### config.mk
export PLATFORM = sky130hd
export DESIGN_NAME = imem_loader
export DESIGN_NICKNAME = d
export VERILOG_FILES = /design/src/rtl/imem_loader.sv
export SDC_FILE = /design/constraint.sdc
export NUM_CORES = 1
export LEC_CHECK = 0
export CAP_MARGIN = 10
export CORE_UTILIZATION = 46
export DETAILED_ROUTE_END_ITERATION = 8
export PLACE_DENSITY = 0.85
export SYNTH_ARGS = -nofsm -noshare
export SYNTH_HDL_FRONTEND = slang
export SYNTH_SLANG_ARGS = --single-unit
export TNS_END_PERCENT = 5
### constraint.sdc
create_clock -name clk -period 1.9 [get_ports clk]
set_input_delay 0.285 -clock clk [delete_from_list [all_inputs] [get_ports clk]]
set_output_delay 0.285 -clock clk [all_outputs]
set_load 0.01 [all_outputs]
### src/rtl/imem_loader.sv
// imem_loader -- boot-time instruction-memory loader.
//
// Accepts a byte stream over valid/ready. The stream is a 16-bit big-endian
// word count N, then N big-endian 32-bit instruction words. Each word is
// written to instruction memory at consecutive word addresses starting at
// byte address 0. The CPU is held in reset (cpu_hold=1) until the whole image
// is written. It is then released to fetch from PC 0.
//
// Optional feature (macro IMEM_LOADER_CSUM_EN):
//   A trailing checksum byte follows the payload. It is the XOR of all
//   payload bytes. A match finishes the load; a mismatch is an error.
//
// Parameters:
//   ADDR_WIDTH  word-address width of imem (capacity 2^ADDR_WIDTH words, <=16)
//
// Ports:
//   clk         system clock, rising edge
//   rst         asynchronous active-low reset
//   byte_valid  source presents byte_data
//   byte_data   stream byte
//   byte_ready  loader accepts a byte this cycle (combinational)
//   reload      single-cycle pulse: abort/restart the load
//   imem_we     one-cycle write strobe per word
//   imem_waddr  word-aligned byte address of the write
//   imem_wdata  instruction word to write
//   cpu_hold    active-high CPU reset while loading / on error
//   done        image loaded successfully
//   err         load failed (length overflow or checksum mismatch)
//   word_cnt    words written in the current load
module imem_loader #(
  parameter int ADDR_WIDTH = 8
) (
  input  logic        clk,
  input  logic        rst,
  input  logic        byte_valid,
  input  logic [7:0]  byte_data,
  output logic        byte_ready,
  input  logic        reload,
  output logic        imem_we,
  output logic [31:0] imem_waddr,
  output logic [31:0] imem_wdata,
  output logic        cpu_hold,
  output logic        done,
  output logic        err,
  output logic [15:0] word_cnt
);

  typedef enum logic [2:0] {
    LEN_HI,
    LEN_LO,
    DATA,
`ifdef IMEM_LOADER_CSUM_EN
    CSUM,
`endif
    DONE,
    ERR
  } state_t;

  localparam logic [16:0] CAP = 17'd1 << ADDR_WIDTH;

  state_t      state_q, state_d;
  logic [15:0] len_q, len_d;
  logic [1:0]  bidx_q, bidx_d;
  logic [23:0] acc_q, acc_d;     // first three bytes of the word in flight
  logic        we_q, we_d;
  logic [31:0] waddr_q, waddr_d;
  logic [31:0] wdata_q, wdata_d;
  logic [15:0] cnt_q, cnt_d;
`ifdef IMEM_LOADER_CSUM_EN
  logic [7:0]  csum_q, csum_d;
`endif

  logic [15:0] nlen;
  logic        full;
  logic        hs;

  assign nlen = {len_q[15:8], byte_data};

  // In DATA with every word already accepted, the final write is on the bus
  // this cycle. Stop taking bytes and move to DONE on the next edge. This
  // keeps DONE strictly after the final imem_we pulse.
  assign full = (state_q == DATA) && (cnt_q == len_q);

  always_comb begin
    byte_ready = 1'b0;
    case (state_q)
      LEN_HI, LEN_LO: byte_ready = 1'b1;
      DATA:           byte_ready = !full;
`ifdef IMEM_LOADER_CSUM_EN
      CSUM:           byte_ready = 1'b1;
`endif
      default:        byte_ready = 1'b0;
    endcase
    if (reload) byte_ready = 1'b0;
  end

  assign hs = byte_valid && byte_ready;

  always_comb begin
    state_d = state_q;
    len_d   = len_q;
    bidx_d  = bidx_q;
    acc_d   = acc_q;
    we_d    = 1'b0;
    waddr_d = waddr_q;
    wdata_d = wdata_q;
    cnt_d   = cnt_q;
`ifdef IMEM_LOADER_CSUM_EN
    csum_d  = csum_q;
`endif
    if (reload) begin
      state_d = LEN_HI;
      cnt_d   = '0;
      bidx_d  = '0;
`ifdef IMEM_LOADER_CSUM_EN
      csum_d  = '0;
`endif
    end else begin
      case (state_q)
        LEN_HI: if (hs) begin
          len_d[15:8] = byte_data;
          state_d     = LEN_LO;
        end
        LEN_LO: if (hs) begin
          len_d  = nlen;
          bidx_d = '0;
          if ({1'b0, nlen} > CAP)
            state_d = ERR;
          else if (nlen == 16'd0)
`ifdef IMEM_LOADER_CSUM_EN
            state_d = CSUM;
`else
            state_d = DONE;
`endif
          else
            state_d = DATA;
        end
        DATA: begin
          if (hs) begin
            bidx_d = bidx_q + 2'd1;
            acc_d  = {acc_q[15:0], byte_data};
`ifdef IMEM_LOADER_CSUM_EN
            csum_d = csum_q ^ byte_data;
`endif
            if (bidx_q == 2'd3) begin
              we_d    = 1'b1;
              wdata_d = {acc_q, byte_data};
              waddr_d = 32'({cnt_q, 2'b00});
              cnt_d   = cnt_q + 16'd1;
`ifdef IMEM_LOADER_CSUM_EN
              // The checksum byte cannot be accepted before the next edge,
              // so it always lands after the final write.
              if (cnt_q + 16'd1 == len_q) state_d = CSUM;
`endif
            end
          end else if (full) begin
            state_d = DONE;
          end
        end
`ifdef IMEM_LOADER_CSUM_EN
        CSUM: if (hs) state_d = (byte_data == csum_q) ? DONE : ERR;
`endif
        default: ;
      endcase
    end
  end

  always_ff @(posedge clk or negedge rst) begin
    if (!rst) begin
      state_q <= LEN_HI;
      len_q   <= '0;
      bidx_q  <= '0;
      acc_q   <= '0;
      we_q    <= 1'b0;
      waddr_q <= '0;
      wdata_q <= '0;
      cnt_q   <= '0;
`ifdef IMEM_LOADER_CSUM_EN
      csum_q  <= '0;
`endif
    end else begin
      state_q <= state_d;
      len_q   <= len_d;
      bidx_q  <= bidx_d;
      acc_q   <= acc_d;
      we_q    <= we_d;
      waddr_q <= waddr_d;
      wdata_q <= wdata_d;
      cnt_q   <= cnt_d;
`ifdef IMEM_LOADER_CSUM_EN
      csum_q  <= csum_d;
`endif
    end
  end

  assign imem_we    = we_q;
  assign imem_waddr = waddr_q;
  assign imem_wdata = wdata_q;
  assign word_cnt   = cnt_q;
  assign done       = (state_q == DONE);
  assign err        = (state_q == ERR);
  assign cpu_hold   = (state_q != DONE);

endmodule

==> reports/results.txt <==
Outcome - finished, violations left
Failing checks - DRC, setup timing
Reg2Reg Setup Slack - -0.36 ns
Starting Density - 0.470
Share of post-route cells with drive strength above 1 - 0.385
DR WL/cell - 18.3 µm
Synth area leader - dfrtp_1
Worst-path clk slew - 0.11 ns
Mapped Area - 4830 µm²
Vias per cell - 5.39
Number of port buffers - 80
Post-Syn Instances - 367
Worst hold path type - in -> async
Post-Synth XOR/XNOR Area - 0.0290
Die Wd - 105 µm
Drt drc - 2
Area taken by multi-input logic gates - 1990 µm²
Synth Warn # - 0
First-pass GRT wire length - 19200 µm
Cell depth of the worst flop-to-flop path - 8
Sequential share of the synthesized area - 0.570
F_max - 437 MHz
Synth Area in Simple Gates - 0.0844
Synth Area in Adders - 0.00518
Final Hold Viols - 0
DRT antenna net count - 0
Final #Nets - 528
Predominant post-synthesis flop cell - dfrtp_1
Crit path capture type - output port
Fin crit period - 2.29 ns
Total CTS buffers - 9
Peak supply drop - 0.590 mV
Syn_area_per_cell - 13.2 µm²
RR Endpoint - imem_waddr[5]
Final hold slack - 0.382 ns
RSZ-0062 raised after global routing - yes
Setup TNS - -27.46 ns
Clock Sinks - 110
DP HPWL - 8220 µm
Asr flop ratio synth - 1.00
Max incr delay on CP - 0.43 ns
CTS root buf - clkbuf_8
Largest family of logic cells by synthesized area - multiplexers
Die ar. - 10900 µm²
Core Area - 10300 µm²
Final Setup Violations - 92
Top-count cell post-synth - dfrtp_1
Vias in the first global route - 3644
CP required - 1.62 ns
Skew final - 0.0104 ns
Via count of the routed design - 3531
Gpl congestion - 0.899
Worst path top cell family by delay - simple AND/OR/NAND/NOR gates
Seq. cell area - 2760 µm²
Row count - 37
Initial DRC count - 195
Syn-to-layout area delta - 38.3%
Power Density - 724 nW/µm²
Static leakage - 0.00304 µW
TritonCTS clock tree - yes
Grt total ovfl - 0
Synth top area cells - dfrtp_1 57%, mux2_2 21%, xnor2_1 2.9%, buf_4 2.5%, a21oi_1 1.3%
Final wirelength - 12000 µm
Met2 Routed Length - 6180 µm
ANT cells - 0
Max Root-Sink Buffers - 2
Pre-CTS setup slack - -0.472 ns
Worst Path Buf+Inv - 2
Skew-Pair Late Insertion Delay - 0.37 ns
Fin util - 0.651
IO Pins - 97
Met3 wire len - 738 µm
Arr. time, crit path - 2.00 ns
Critical path class - reg -> out
Startpoint types - flip-flop
EDFF count, synth - 0
Filler cells - 722
CP Max Fanout - 2
Final Cell Area - 6690 µm²
Post-synth top area share - 0.570
Dpl cell area - 6270 µm²
H-tree depth - 3
PnR worst setup slack - -0.386 ns
Commonest cells in the netlist - 110 x dfrtp_1, 90 x mux2_2, 16 x buf_4, 16 x xnor2_1, 13 x a21oi_1
Post-synth cell types - 39
Period utilisation layout - 1.20
Highest Signal Layer - met4
Slowest cell on the critical path - dfrtp_1
Drt pass-1 iters - 6
Max_cap viols - 0
Max Slew Vio Count - 0
Largest net degree at the start of global routing - 47
R2r startpoint - word_cnt[7]
Post-synthesis mux area share - 0.216
M1 WL - 4820 µm
Die Ht - 105 µm
Post-synthesis compound-gate area fraction - 0.0484
Crit-path cells - xnor2_1, nand4_1, nor4_2, buf_4, o21a_1, nor3_1, buf_2
GRT Util Overall - 0.226
Seq cells post-synth - 110
Initial antenna violation count - 0
## per-layer routing
layer,track usage,up-vias
li1,-,1580
met4,0.0847,0
met3,0.0470,22
met5,0,-
met2,0.379,143
met1,0.288,1786
## worst max-delay path by stage
| stage | start | to | slack [ns] | cells after the start |
|---|---|---|---|---|
| 3_3_place_gp | reload | word_cnt[11] | -0.35 | 6 |
| 2_1_floorplan | word_cnt[0] | word_cnt[8] | -0.10 | 8 |
| 6_report | word_cnt[14] | byte_ready | -0.39 | 7 |
| 4_1_cts | len_q[14] | byte_ready | -0.31 | 7 |
| 3_5_place_dp | reload | word_cnt[11] | -0.47 | 6 |
| 5_1_grt | word_cnt[3] | byte_ready | -0.50 | 7 |
## worst register-to-register path, stage by stage (launching register included)
cell and delay, ns:
dfrtp_2 0.47, xnor2_2 0.13, nand4_1 0.18, buf_4 0.20, o41ai_4 0.41, buf_4 0.22, nor2_4 0.09, clkbuf_16 0.18
mux2_2 0.28
## flip-flops by register name (all words and copies together), names as in the netlist
| name | flops |
|---|---|
| imem_waddr | 16 |
| state_q | 3 |
| len_q | 16 |
| bidx_q | 2 |
| imem_we | 1 |
| word_cnt | 16 |
| acc_q | 24 |
| imem_wdata | 32 |
## through the flow
stage                     cells  total power (µW)
after floorplan             382              2890
after global placement      630              3130
after detailed placement    630              3170
after CTS                   652              4880
after global routing        655              5040
final                       655              4840
## layout by cell type, fill, tap and decap left out, drive strengths merged, types with 6 or more instances in the layout
| cell | count |
|---|---|
| a21oi | 13 |
| nand3 | 6 |
| nand2 | 12 |
| dfrtp | 110 |
| conb | 16 |
| nor2 | 9 |
| inv | 6 |
| o31ai | 7 |
| mux2 | 90 |
| clkdlybuf4s50 | 74 |
| xnor2 | 16 |
| nand4 | 10 |
| clkbuf | 13 |
| or4 | 7 |
| buf | 74 |
## power breakdown
part	internal (µW)	switching, µW
registers	2460	110
clock network	890	810
logic	326	242
total	3680	1160
## repair_timing
action                                 CTS  global route
setup endpoints to repair               95            96
resized for setup                       14            11
gates cloned                             0             4
endpoints found under the hold margin   29             0
pin swaps                               11             9
hold buffers                             1             0
buffers inserted                         5             1
## cell families (layout without fill, tap and decap cells)
kind of cell / after synthesis / after routing
AND/OR/NAND/NOR: 70 / 70
multiplexers: 93 / 93
flip-flops: 110 / 110
buffers and inverters: 40 / 177
AO/OA/AOI/OAI: 35 / 35
other: 1 / 16
adder cells (fa/ha/maj): 2 / 2
XOR/XNOR: 16 / 16
## layout make-up
type	instances	share of cell area
Sequential cell	110	0.412
Tap cell	136	0.0254
Clock inverter	6	0.0178
Inverter	5	0.00281
Multi-Input combinational cell	232	0.297
Clock buffer	10	0.0191
Timing Repair Buffer	156	0.225
(Power assumes the default switching activity.)
